**src/rtl/fetch_buffer.sv**
```systemverilog
// fetch_buffer -- decode-side packet FIFO between fetch and decode.
//
// Captures {pc[63:32], instruction[31:0]} packets from fetch into a
// DEPTH-entry FIFO and presents the oldest entry to decode through a
// valid/ready handshake. stall is raised while SKID free slots still
// remain, so the one packet fetch has in flight when it sees stall can
// still be absorbed. flush discards every buffered packet.
//
// Optional feature (compile-time macro FETCH_BUFFER_BYPASS_EN):
//   When defined, a packet arriving at an empty buffer is shown to decode
//   in the same cycle. If decode takes it, it is never written.
//
// Parameters:
//   DEPTH  number of entries (power of two, >= 2)
//   SKID   free slots left when stall asserts (1 <= SKID < DEPTH)
//
// Ports:
//   clk                 rising-edge clock
//   reset_n             asynchronous active-low reset
//   fetch_valid         fetch_data holds a valid packet
//   fetch_data[63:0]    {pc, instruction} from fetch
//   flush               discard all entries, dominates all other events
//   stall               backpressure to fetch / PC generator
//   decode_valid        head entry available
//   decode_ready        decode accepts the head entry this cycle
//   decode_pc[31:0]     pc of head entry
//   decode_instruction  instruction of head entry
//   count               number of occupied entries
//   overflow            sticky: a packet was dropped (cleared by flush)
module fetch_buffer #(
    parameter int unsigned DEPTH = 4,
    parameter int unsigned SKID  = 1
) (
    input  logic                     clk,
    input  logic                     reset_n,
    input  logic                     fetch_valid,
    input  logic [63:0]              fetch_data,
    input  logic                     flush,
    output logic                     stall,
    output logic                     decode_valid,
    input  logic                     decode_ready,
    output logic [31:0]              decode_pc,
    output logic [31:0]              decode_instruction,
    output logic [$clog2(DEPTH):0]   count,
    output logic                     overflow
);

    localparam int unsigned AW = $clog2(DEPTH);
    localparam int unsigned CW = AW + 1;
    localparam logic [CW-1:0] C_DEPTH    = CW'(DEPTH);
    localparam logic [CW-1:0] C_STALL_AT = CW'(DEPTH - SKID);

    logic [63:0]   r_mem [DEPTH];
    logic [AW-1:0] r_rd_ptr;
    logic [AW-1:0] r_wr_ptr;
    logic [CW-1:0] r_count;
    logic          r_overflow;

    logic          w_empty;
    logic          w_full;
    logic          w_bypass;
    logic          w_bypass_take;
    logic          w_pop;
    logic          w_push;
    logic          w_drop;
    logic [CW-1:0] w_count_nxt;
    logic [63:0]   w_head;

    always_comb begin
        w_empty = (r_count == '0);
        w_full  = (r_count == C_DEPTH);

`ifdef FETCH_BUFFER_BYPASS_EN
        w_bypass = w_empty && fetch_valid && !flush;
`else
        w_bypass = 1'b0;
`endif
        // A bypassed packet taken by decode never enters storage.
        w_bypass_take = w_bypass && decode_ready;

        w_pop  = !w_empty && !flush && decode_ready;
        // Popping frees a slot in the same cycle, so a full buffer can
        // still accept when the head leaves.
        w_push = fetch_valid && !flush && !w_bypass_take && (!w_full || w_pop);
        w_drop = fetch_valid && !flush && w_full && !w_pop;

        w_count_nxt = r_count + CW'(w_push) - CW'(w_pop);
    end

    always_comb begin
        w_head = r_mem[r_rd_ptr];
`ifdef FETCH_BUFFER_BYPASS_EN
        if (w_bypass) begin
            w_head = fetch_data;
        end
`endif
    end

    assign decode_valid       = (!w_empty && !flush) || w_bypass;
    assign decode_pc          = w_head[63:32];
    assign decode_instruction = w_head[31:0];
    // Registered count only: no combinational path from the handshakes.
    assign stall              = (r_count >= C_STALL_AT);
    assign count              = r_count;
    assign overflow           = r_overflow;

    always_ff @(posedge clk or negedge reset_n) begin
        if (!reset_n) begin
            for (int unsigned i = 0; i < DEPTH; i++) begin
                r_mem[i] <= '0;
            end
        end else if (w_push) begin
            r_mem[r_wr_ptr] <= fetch_data;
        end
    end

    always_ff @(posedge clk or negedge reset_n) begin
        if (!reset_n) begin
            r_rd_ptr   <= '0;
            r_wr_ptr   <= '0;
            r_count    <= '0;
            r_overflow <= 1'b0;
        end else if (flush) begin
            // Storage is left as-is; resetting the pointers is enough.
            r_rd_ptr   <= '0;
            r_wr_ptr   <= '0;
            r_count    <= '0;
            r_overflow <= 1'b0;
        end else begin
            if (w_push) begin
                r_wr_ptr <= r_wr_ptr + AW'(1);
            end
            if (w_pop) begin
                r_rd_ptr <= r_rd_ptr + AW'(1);
            end
            r_count <= w_count_nxt;
            if (w_drop) begin
                r_overflow <= 1'b1;
            end
        end
    end

endmodule

```
**config.mk**
```make
export PLATFORM = sky130hd
export DESIGN_NAME = fetch_buffer
export DESIGN_NICKNAME = d
export VERILOG_FILES = /design/src/rtl/fetch_buffer.sv
export SDC_FILE = /design/constraint.sdc
export NUM_CORES = 1
export LEC_CHECK = 0
export CAP_MARGIN = 20
export CORE_UTILIZATION = 56
export DETAILED_ROUTE_END_ITERATION = 10
export PLACE_DENSITY = 0.86
export SLEW_MARGIN = 20
export SYNTH_ARGS = -nofsm -noshare
export SYNTH_HDL_FRONTEND = slang
export SYNTH_SLANG_ARGS = --single-unit
export TNS_END_PERCENT = 5
```
**constraint.sdc**
```tcl
create_clock -name clk -period 2.78 [get_ports clk]
set_input_delay 0.278 -clock clk [delete_from_list [all_inputs] [get_ports clk]]
set_output_delay 0.278 -clock clk [all_outputs]
set_load 0.005 [all_outputs]
```
== Yosys cells after proc, flatten, opt, wreduce, memory -nomap -nowiden ==
Cells that the tools add are included.
Storage, ports and cells
  bits in registers: 264
  bits in latches: 0
  bits in writable memories: 0
  memory bits (read-only): 0
  bits of input ports: 69
  output and inout bits: 70
  memories kept: 0
Operators by class
  add/sub/neg operators: 4
  multiply operators: 0
  div/mod/pow operators: 0
  magnitude comparators: 4
  equal/unequal tests: 1
  shifts and indexed selects: 0
  mux-type cells: 13
  bitwise operators: 2
  reductions and logical operators: 16
Operators with widths (count)
  $bwmux 256: 1
  $mux 64: 3
  $bmux 64 s2: 1
  $demux 64 s2: 1
  $mux 2: 4
  $logic_and 1x1->1: 7
  $ge 3x3->1 const B: 2
  $not 2->3: 2
  $reduce_bool 2->1: 3
  $add 2x1->2 const B: 2
  $logic_not 1->1: 4
  $add 3x1->3: 1
  $eq 3x3->1 const B: 1
  $ge 3x2->1 const B: 1
  $logic_not 3->1: 1
  $lt 3x1->1 const B: 1
  $mux 3: 1
  $sub 3x1->3: 1
  $mux 1: 2
  $logic_or 1x1->1: 1

== Depth between registers and ports, before layout ==
  depth in word-level cells: 9
  gate-level depth with buffers: 9
  mapped depth without buffers: 9

== Worst setup path after synthesis ==
Ideal clock, no wire load.
  kind: flip-flop to flip-flop
  start point: register r_count[1] (netlist: count[1])
  end point: register r_count[2] (netlist: count[2])
  data arrival time: 2.050 ns
  path slack: 0.598 ns
  stages on the path, launching flop included: 10
  clock period less this slack: 2.182 ns
  cells stage by stage: dfrtp_1 nor4b_4 or3_1 ha_1 inv_1 ha_1 inv_1 fa_1 xor2_1 nor2_1
On the way
  longest elaborated chain between the ends: 9
Ends and longest elaborated chain
  start, declared: RTL line 56  | logic [CW-1:0] r_count;
  start signal, assigned: RTL line 136  | r_count <= w_count_nxt;
  $logic_not 3->1: RTL line 70  | w_empty = (r_count == '0);
  $logic_not 1->1: RTL line 81  | w_pop = !w_empty && !flush && decode_ready;
  $logic_and 1x1->1 (2 in series): RTL line 81
  $logic_or 1x1->1: RTL line 84  | w_push = fetch_valid && !flush && !w_bypass_take && (!w_full || w_pop);
  $logic_and 1x1->1: RTL line 84
  $add 3x1->3: RTL line 87  | w_count_nxt = r_count + CW'(w_push) - CW'(w_pop);
  $sub 3x1->3 (*): RTL line 87
  $mux 3 (*): RTL line 123  | end else if (flush) begin
Mark *: on every way between the ends. The rest lies on a longest branch, timed or not.
A chain may end at the register's enable or synchronous reset.

== Worst setup path after layout ==
  start point: register r_rd_ptr[0]
  end point: output port decode_pc[8]
On the way
  longest elaborated chain between the ends: 4
Ends and longest elaborated chain
  start, declared: RTL line 54  | logic [AW-1:0] r_rd_ptr;
  start signal, assigned: RTL line 134  | r_rd_ptr <= r_rd_ptr + AW'(1);
  $not 2->3 (implied by the code): RTL line 91  | w_head = r_mem[r_rd_ptr];
  $bmux 64 s2: RTL line 91
  $mux 64 (implied by the code) (2 in series): RTL line 91
  end, declared: RTL line 42  | output logic [31:0] decode_pc,
No other way between the ends. The select of a mux whose other input is x is not followed.

==> out/qor.yml <==
drt:
  wire_per_inst_um: 21.91
  viasPerCell: 5.846
  drt_pass1_iterations: 4
  wl_mm: 24.19
  ant_nets: 0
  vias: 6454
  drc: 0
  drt_iter0_markers: 266
layout:
  fin_util: 0.7096
  diodes: 0
  layout_common_cells: "dfrtp_1 (262), mux2_2 (257), clkdlybuf4s50_1 (92), mux4_2 (64), dlymetal6s2s_1 (42)"
  layout-area-overhead-vs-synth_pct: 23.85
  fin_cells: 1104
  regArea_um2: 6611
  fillers: 1263
  final_layout_size_suffix_gt1_frac: 0.4700
  final_nets: 891
  layout_commonest_cell: "dfrtp_1"
  multi_input_area_um2: 4647
synthesis:
  synth.cell_area_um2: 11630
  synthDistinctLibCells: 22
  synth_top_cell_area_share: 0.5680
  yosysSeqAreaShare: 0.5680
  synth_top_cell_by_area: "dfrtp_1"
  synth_warnings: 0
  synth_nets: 746
  avgSynthCellArea_um2: 17.39
  synthTopCellsByArea: "dfrtp_1 (57%), mux2_2 (25%), mux4_2 (12%)"
  synthesis.instances: 669
  ys_ff_latch: 264
timing:
  max_freq_ghz: 0.3686
  fin_crit_ps: 2713
  final_hold_viol_count: 0
  max_slew_margin: 0.5074
  timing.final.crit_share: 0.9759
  slew_viol_final: 0
  tightest_slew_ps: 739.0
  rsz0062_at_grt: "true"
  whs_ps: 379.8
  setup_violations: 0
  setup_slack_ps: 67.02
  clock_skew_ps: 11.98
clocking:
  cts_tree: "built"
  cts_root_buffer: "clkbuf_16"
  clk_pin_slew_ps: 60
  clk_latency_ps: 530
  clk_path_buf_depth: 3
  numCtsBuffers: 28
  htreeDepth: 1
  numClockSinks: 264
  postCtsSetupRepairBufs: 0
global_route:
  antenna_found_initial: 0
  overflow: 0
  grt_pass1_vias: 7524
  grt_max_degree: 95
  grt.total_usage: 0.2388
  grt_pass1_wl_mm: 40.12
critical_path:
  setup.worst_path.class: "reg -> out"
  slowest_stage: "dfrtp_4"
  cp_max_fo: 26
  startpoint_type: "register"
  worstSetupStartpoint: "r_rd_ptr[0]"
  end_kind: "output port"
  cpPeakStageDelay_ps: 590
  required_ps: 2500
  critPathArrivalTime_ps: 2430
  r2r_start: "count[1]"
  crit_chain: "buf_16, mux4_2, clkdlybuf4s50_1"
power:
  leakagePower_uw: 0.006437
  p_int_uw: 10870
  ir_worst_vdd_v: 0.0005979
  clkPwrFrac: 0.258
  sw_frac_of_total: 0.2603
  power_uw: 14700
  powerDensity_nw_per_um2: 1020
  power_switching_uw: 3825
  comb_power_share: 0.316
  power_frac_seq: 0.427
die:
  die_h_um: 146.1
  start_util: 0.5730
  rows: 52
  dieArea_um2: 21350
  die_w_um: 146.1
  io_pins: 139
  core_area_um2: 20300
placed_design:
  place.port_buffers: 138
  place.gp.congestion: 0.7703
  dp_cells: 1053
  dpl_worst_slack_ps: 96.34
  dp_hpwl_mm: 15.25
outcome:
  status: "finished, final reports clean"
min_path:
  min_path_type: "in -> async"
run:
  drv_cap: 0
## routing by layer
layer | vias to the layer above | track usage | routed length, um
met5 | - | 0 | 0
met4 | 0 | 0.06042 | 455
met3 | 30 | 0.04844 | 1166
met2 | 151 | 0.4144 | 12480
met1 | 3485 | 0.3098 | 10090
li1 | 2788 | - | -
## critical path: cells and delay by family, from the launching register on
kind,cells,cell delay [ps]
muxes,1,560
DFF,1,590
buffers and inverters,2,730
## cell families (layout without fill, tap and decap cells)
group,Yosys count,after routing,synth area share
adder cells (fa/ha/maj),8,8,0.009251
buffers and inverters,49,214,0.03464
AO/OA/AOI/OAI,6,6,0.003120
flip-flops,264,264,0.5680
multiplexers,321,321,0.3727
AND/OR/NAND/NOR,18,18,0.01000
XOR/XNOR,3,3,0.002259
## power by group through the flow
stage | sequential [uW] | clock (uW) | combinational, uW
after floorplan | 5940 | 0 | 2960
after global placement | 6090 | 0 | 4610
after detailed placement | 6320 | 0 | 4800
after CTS | 6270 | 3850 | 4830
after global routing | 6460 | 4000 | 4970
final | 6270 | 3780 | 4640
## final cells by class
type,count,share of cell area
Timing Repair Buffer,158,0.1271
Multi-Input combinational cell,356,0.3226
Sequential cell,264,0.4590
Clock buffer,44,0.06054
Tap cell,270,0.02345
Inverter,6,0.001563
Clock inverter,6,0.005819
## flip-flops by register name (all words and copies together), names as in the netlist
signal / count
r_wr_ptr: 2
r_mem: 256
overflow: 1
count: 3
r_rd_ptr: 2
## cells in the mapped netlist
master      n
mux2_2    257
o311ai_0    1
nor2_1      8
mux4_2     64
or3_1       2
buf_2       7
fa_1        1
nor3_1      1
nor2b_1     1
clkbuf_1    7
o31ai_1     1
buf_1       1
nor4b_1     4
buf_6      28
nor4b_4     1
dfrtp_1   264
o21ai_0     2
xor2_1      3
a21oi_1     2
inv_1       6
nand2_1     1
ha_1        7
## final timing paths
kind                                     end  slack [ps]  depth (start not counted)
worst max-delay path            decode_pc[8]          70                          3
worst min-delay path               r_mem[25]         380                          2
worst max register to register      count[2]         280                          9
worst min register to register     r_mem[57]         500                          1
max in group asynchronous         r_mem[156]        1490                          3
min in group clk                    overflow         390                          3
## through the flow
step / TNS [ps] / instance area, um2
after global routing: -72.33 / 14410
after floorplan: 0 / 11630
after detailed placement: 0 / 13320
final: 0 / 14410
after CTS: 0 / 14290
after global placement: 0 / 13320
## what timing repair did
| action | 4_1_cts | 5_1_grt |
|---|---|---|
| endpoints found under the setup margin | 12 | 48 |
| hold buffers | 1 | 0 |
| endpoints found under the hold margin | 88 | 0 |
| resized for setup | 4 | 43 |
No activity file was read; power rests on OpenSTA's default activity.
